--- src/rtl/crc8_stream_ctrl.sv ---
// Byte-serial CRC-8 engine: valid/ready byte input, one ROM lookup per byte, valid/ready result.
// crc_table is the registered lookup ROM used by crc8_stream_ctrl.

module crc_table #(
    parameter logic [7:0] POLYNOMIAL = 8'h07
) (
    input  logic       clk_i,
    input  logic       en_i,
    input  logic [7:0] addr_i,
    output logic [7:0] value_o
);

    function automatic logic [7:0] table_entry(input logic [7:0] addr);
        logic [7:0] c;
        c = addr;
        for (int i = 0; i < 8; i++) begin
            c = c[7] ? ((c << 1) ^ POLYNOMIAL) : (c << 1);
        end
        return c;
    endfunction

    // Sampled only on an accept edge; held through the following wait cycle.
    always_ff @(posedge clk_i) begin
        if (en_i) begin
            value_o <= table_entry(addr_i);
        end
    end

endmodule

module crc8_stream_ctrl #(
    parameter logic [7:0] POLYNOMIAL = 8'h07,
    parameter logic [7:0] INIT       = 8'h00,
    parameter logic [7:0] XOR_OUT    = 8'h00,
    parameter logic [7:0] RESIDUE    = 8'h00
) (
    input  logic        clk_i,
    input  logic        rst_ni,
    input  logic        clear_i,
    input  logic        s_valid_i,
    output logic        s_ready_o,
    input  logic [7:0]  s_data_i,
    input  logic        s_last_i,
    output logic        crc_valid_o,
    input  logic        crc_ready_i,
    output logic [7:0]  crc_o,
    output logic        crc_ok_o,
    output logic [15:0] byte_count_o
);

    typedef enum logic [1:0] {StIdle, StWait, StDone} state_t;

    state_t      state_q, state_d;
    logic [7:0]  crc_q, crc_d;
    logic        last_q, last_d;
    logic [15:0] count_q, count_d;
    logic [7:0]  rom_value;
    logic        accept;

    assign accept = s_valid_i & s_ready_o & ~clear_i;

    crc_table #(
        .POLYNOMIAL(POLYNOMIAL)
    ) u_rom (
        .clk_i  (clk_i),
        .en_i   (accept),
        .addr_i (crc_q ^ s_data_i),
        .value_o(rom_value)
    );

    always_ff @(posedge clk_i or negedge rst_ni) begin
        if (!rst_ni) begin
            state_q <= StIdle;
            crc_q   <= INIT;
            last_q  <= 1'b0;
            count_q <= 16'h0000;
        end else begin
            state_q <= state_d;
            crc_q   <= crc_d;
            last_q  <= last_d;
            count_q <= count_d;
        end
    end

    always_comb begin
        state_d = state_q;
        crc_d   = crc_q;
        last_d  = last_q;
        count_d = count_q;
        if (clear_i) begin
            state_d = StIdle;
            crc_d   = INIT;
            last_d  = 1'b0;
            count_d = 16'h0000;
        end else begin
            unique case (state_q)
                StIdle: begin
                    if (s_valid_i) begin
                        last_d  = s_last_i;
                        count_d = (count_q == 16'hFFFF) ? count_q : count_q + 16'd1;
                        state_d = StWait;
                    end
                end
                StWait: begin
                    crc_d   = rom_value;
                    state_d = last_q ? StDone : StIdle;
                end
                StDone: begin
                    if (crc_ready_i) begin
                        crc_d   = INIT;
                        count_d = 16'h0000;
                        state_d = StIdle;
                    end
                end
                default: state_d = StIdle;
            endcase
        end
    end

    assign s_ready_o    = (state_q == StIdle);
    assign crc_valid_o  = (state_q == StDone);
    assign crc_o        = crc_q ^ XOR_OUT;
    assign crc_ok_o     = (crc_q == RESIDUE);
    assign byte_count_o = count_q;

endmodule

--- config.mk ---
export PLATFORM = sky130hd
export DESIGN_NAME = crc8_stream_ctrl
export DESIGN_NICKNAME = d
export VERILOG_FILES = /design/src/rtl/crc8_stream_ctrl.sv
export SDC_FILE = /design/constraint.sdc
export NUM_CORES = 1
export LEC_CHECK = 0
export ABC_AREA = 1
export BUFFER_PORTS_ARGS = -buffer_cell sky130_fd_sc_hd__buf_2
export CORE_ASPECT_RATIO = 0.6
export CORE_MARGIN = 1
export CORE_UTILIZATION = 59
export CTS_CLUSTER_DIAMETER = 30
export CTS_CLUSTER_SIZE = 10
export DETAILED_ROUTE_END_ITERATION = 7
export GPL_TIMING_DRIVEN = 0
export PLACE_DENSITY = 0.92
export SLEW_MARGIN = 5
export SYNTH_ARGS = -nofsm -noshare
export SYNTH_HDL_FRONTEND = slang
export SYNTH_SLANG_ARGS = --single-unit
--- constraint.sdc ---
create_clock -name clk_i -period 4 [get_ports clk_i]
set_clock_uncertainty 0.2 [all_clocks]
set_input_delay 0.6 -clock clk_i [delete_from_list [all_inputs] [get_ports clk_i]]
set_output_delay 0.6 -clock clk_i [all_outputs]
set_load 0.005 [all_outputs]
# Yosys cells after proc, flatten, opt, wreduce, memory -nomap -nowiden
# Cells that the tools add are included.
# totals
mem_count,0
mem_bits_rw,0
romBits,0
word_cells,59
ff_bits,35
in_bits,14
latchBits,0
out_inout_bits,27
# op_classes
n_div,0
bitwise_logic,12
mux,24
shifts,0
n_addsub,1
n_mul,0
eq_ne,6
reduce_logical,10
order_cmp,0
# op_table
operator,count
16-bit 2-to-1 mux,4
16-bit one-hot mux with 2 select lines,1
3-bit 2-to-1 mux,8
3-bit NOT,8
16-bit by 1-bit adder with 16-bit output (second input constant),1
16-bit == test (second input constant),1
8-bit 2-to-1 mux,2
8-bit one-hot mux with 2 select lines,1
8-bit logical NOT,1
2-bit 2-to-1 mux,4
8-bit XOR,1
3-bit != test (second input constant),2
2-bit one-hot mux with 3 select lines,1
2-bit AND reduction,3
3-bit nonzero test,2
4-bit AND reduction,1
2-bit nonzero test,2
1-bit 2-to-1 mux,3
3-bit by 2-bit != test with 1-bit output (second input constant),1
1-bit bitwise AND,2
2-bit by 1-bit == test with 1-bit output (second input constant),1
2-bit == test (second input constant),1
2-bit logical NOT,1
1-bit NOT,1

# Depth between registers and ports, before layout
# depth
ltp_word,17
depth_mapped,10
ltp_nobuf,9

# Cells and area by module
# Synthesis repeated with hierarchy kept, for this count alone.
# unflattened
hier_cells,275
hier_area_um2,2109.5
# modules_own_cells
module,instances,cells_each,area_each_um2,seq_area_each_um2
crc8_stream_ctrl,1,226,1662.8,675.6
crc_table,1,49,446.7,240.2

# Worst setup path before layout
# No wires, ideal clock.
# synth_path
path_type,input port to flip-flop
start,in clear_i
end,reg u_rom.value_o[0] (enable)
setup_ns,0.374
path_buffers,0
path_slack_ns,2.284
required_ns,3.426
t_arrival_ns,1.142
cell_stages,3
cell_sequence,inv_2 -> nand2_1 -> nor2_1
# synth_between
elab_chain_len,2
# synth_rtl
item,line,rtl
from (decl),39,"input logic clear_i,"
1-bit NOT,60,assign accept = s_valid_i & s_ready_o & ~clear_i;
1-bit bitwise AND,60,
named net accept,58,logic accept;
to (signal assigned),25,value_o <= table_entry(addr_i);
to (decl),10,output logic [7:0] value_o
# The timed path passes the listed nets, and every way through them passes these cells.
# A chain may end at the register's enable or synchronous reset.

# Worst setup path in the final report
# layout_path
start,"reg count_q[0], in the netlist byte_count_o[0]"
end,"reg count_q[6], in the netlist byte_count_o[6]"
# layout_between
elab_chain_len,5
elab_cells_between_ends,8
cone_classes,add/sub (1); eq/ne (2); mux (4); reduce/logical (1)
# layout_rtl
item,line,rtl
from (decl),56,"logic [15:0] count_q, count_d;"
from (signal assigned),81,count_q <= count_d;
16-bit by 1-bit adder with 16-bit output,100,count_d = (count_q == 16'hFFFF) ? count_q : count_q + 16'd1;
16-bit 2-to-1 mux,100,
16-bit 2-to-1 mux,98,if (s_valid_i) begin
16-bit one-hot mux with 2 select lines,96,unique case (state_q)
16-bit 2-to-1 mux,90,if (clear_i) begin
# Parallel ways exist; a longest one is shown, timed or not. The select of a mux whose other input is x is not followed.

==> results.tsv <==
metric	value	unit
status	complete, no violations	
synth.cell_area	2125	sq um
io_buffers	40	
arrival	2060	ps
yosysUniqueCellTypes	26	
critPathMostFrequentCell	nand2_1	
cts_setup_buffers	0	
vias	2096	
ys_seq_area_share	43.11	%
fmax	493.4	MHz
routed_wl	5482	um
maxSlewHeadroom	42.25	%
path_buf_inv	2	
crit_chain	ha_1 > nand2_1 > nor2_1 > nand3_2 > nor2_4 > nor2_8 > inv_6 > buf_6 > nand2_1 > nand2_1	
final_nets	337	
final_cell_mix	nand2_1 (98), buf_2 (41), nand3_1 (35), dfrtp_1 (27), inv_1 (25)	
maxCapViolCount	0	
drive_above_1_share	19.81	%
place_area	2381	sq um
setup_ws	1973	ps
rows	16	
dieArea	3853	sq um
synth_nets	290	
end_kind	flop	
drtIter0Drc	261	
final_common_cell	nand2_1	
postCtsHoldBufs	0	
track_usage	31.28	%
h-tree-depth	2	
worstPathMaxFanout	10	
syn_avg_cell_area	7.726	sq um
grt_antenna_before_repair	0	
cts_buffers	5	
cp-start-kind	flop	
overflow	0	
vdd_drop_max	0.2256	mV
die_x	79.47	um
cp_slowest_stage_delay	430	ps
path_clk_slew	80	ps
cp_slowest_cell	dfrtp_1	
hpwl	4133	um
coreArea	3343	sq um
slew_violations	0	
path_class	flop to flop	
yosys_warnings	0	
post-place-ws	1829	ps
drcViolationCount	0	
synth_edf_count	8	
final_util	74.59	%
grt_pass1_wl	9114	um
async_flop_share	77.14	%
cts-root-buf	clkbuf_8	
crit_family	simple AND/OR/NAND/NOR gates	
hold_viol	0	
clock-sinks	35	
clockBufferDepth	2	
yosys_register_bits	35	
initial_utilization	63.55	%
ant_nets	0	
wl_per_cell	14.90	um
fin_crit_sh	50.67	%
stdcell_area	2494	sq um
max_slew.worst_pin.slew	863.0	ps
ios	41	
powerDensity	386.7	nW/um^2
synthCells	275	
p_leak	0.001278	uW
worstPathRequired	4030	ps
final_cells	368	
die_y	48.48	um
cts_tree	built	
area_growth	17.37	%
grt_max_degree	28	
period_needed	2027	ps
hold_path_class	input pin to async pin	
setup_tns	0	ps
routed_via_density	5.696	
finalSetupViolations	0	
synthFlopType	dfrtp_1	
first_global_vias	1970	
clk_latency	290	ps
dr.pass1.iters	6	
diodes	0	
rsz0062_at_grt	no	
placed_cells	360	
cts_resized	0	
place_congestion	0.8725	
## cell usage after synthesis, types with 2 or more instances
master | instances | area (sq um)
buf_1 | 2 | 7.510
nor2_4 | 3 | 33.78
inv_2 | 2 | 7.510
nor2_2 | 2 | 12.51
xnor2_1 | 12 | 105.1
o21ai_1 | 8 | 40.04
xor2_1 | 14 | 122.6
inv_1 | 25 | 93.84
nand2_1 | 98 | 367.9
o21ai_0 | 3 | 15.01
buf_6 | 2 | 22.52
nand4_1 | 4 | 25.02
nand3_2 | 2 | 20.02
edfxtp_1 | 8 | 240.2
nand3_1 | 35 | 175.2
dfrtp_1 | 27 | 675.7
nor2_1 | 19 | 71.32
## kinds of logic (layout without fill, tap and decap cells)
logic type / Yosys count / after routing / synth area share, %
adder cells (fa/ha/maj): 1 / 1 / 0.5888
buffers and inverters: 33 / 81 / 6.832
flip-flops: 35 / 35 / 43.11
XOR/XNOR: 26 / 26 / 10.72
AO/OA/AOI/OAI: 13 / 13 / 3.239
AND/OR/NAND/NOR: 167 / 167 / 35.51
## worst reg2reg max path, cell delays in order, from the launching register on
cell     delay (ps)
dfrtp_1         430
ha_1            250
nand2_1          70
nor2_1          260
nand3_2         160
nor2_4          170
nor2_8           70
inv_6            80
buf_6           140
nand2_1          60
nand2_1          80
## layer usage
layer	vias to the layer above	part of all wire, %	track usage (%)
li1	967	-	-
met1	962	43	44.40
met2	149	44	47.72
met3	18	12	7.547
met4	0	1.8	9.091
met5	-	0	0
## power by group
group          internal, uW  switching [uW]  leakage, uW
clock network           186             141    0.0000581
logic                  79.1             130     0.000779
registers               403            25.3     0.000441
## metrics by stage
step | total power, uW | hold slack [ps]
after floorplan | 567.8 | 104.4
after global placement | 624.9 | 265.2
after detailed placement | 641.0 | 301.6
after CTS | 962.5 | 140.6
after global routing | 1010 | 160.6
final | 964.3 | 119.1
## worst paths after layout
kind	from	to	slack, ps	cells past startpoint
setup reg to reg	byte_count_o[0]	byte_count_o[6]	1970	10
max in group asynchronous	rst_ni	byte_count_o[7]	3070	1
setup / recovery	byte_count_o[0]	byte_count_o[6]	1970	10
min in group clk_i	u_rom.value_o[1]	crc_o[1]	320	2
hold reg to reg	u_rom.value_o[1]	crc_o[1]	320	2
hold / removal	rst_ni	crc_o[7]	120	1
## layout make-up
cell class	instances	area [sq um]
plain buffers	5	35.03
clock buffers	5	68.82
clock inverters	3	43.79
fillers	244	849.6
inverters	28	110.1
multi-input cells	207	1064
flip-flops and latches	35	915.9
well taps	45	56.30
repair buffers	40	200.2
## state kept, by name (all words and copies together) (netlist names)
| signal | count |
|---|---|
| state_q | 2 |
| crc_o | 8 |
| u_rom.value_o | 8 |
| last_q | 1 |
| byte_count_o | 16 |
No activity file was read; power rests on OpenSTA's default activity.
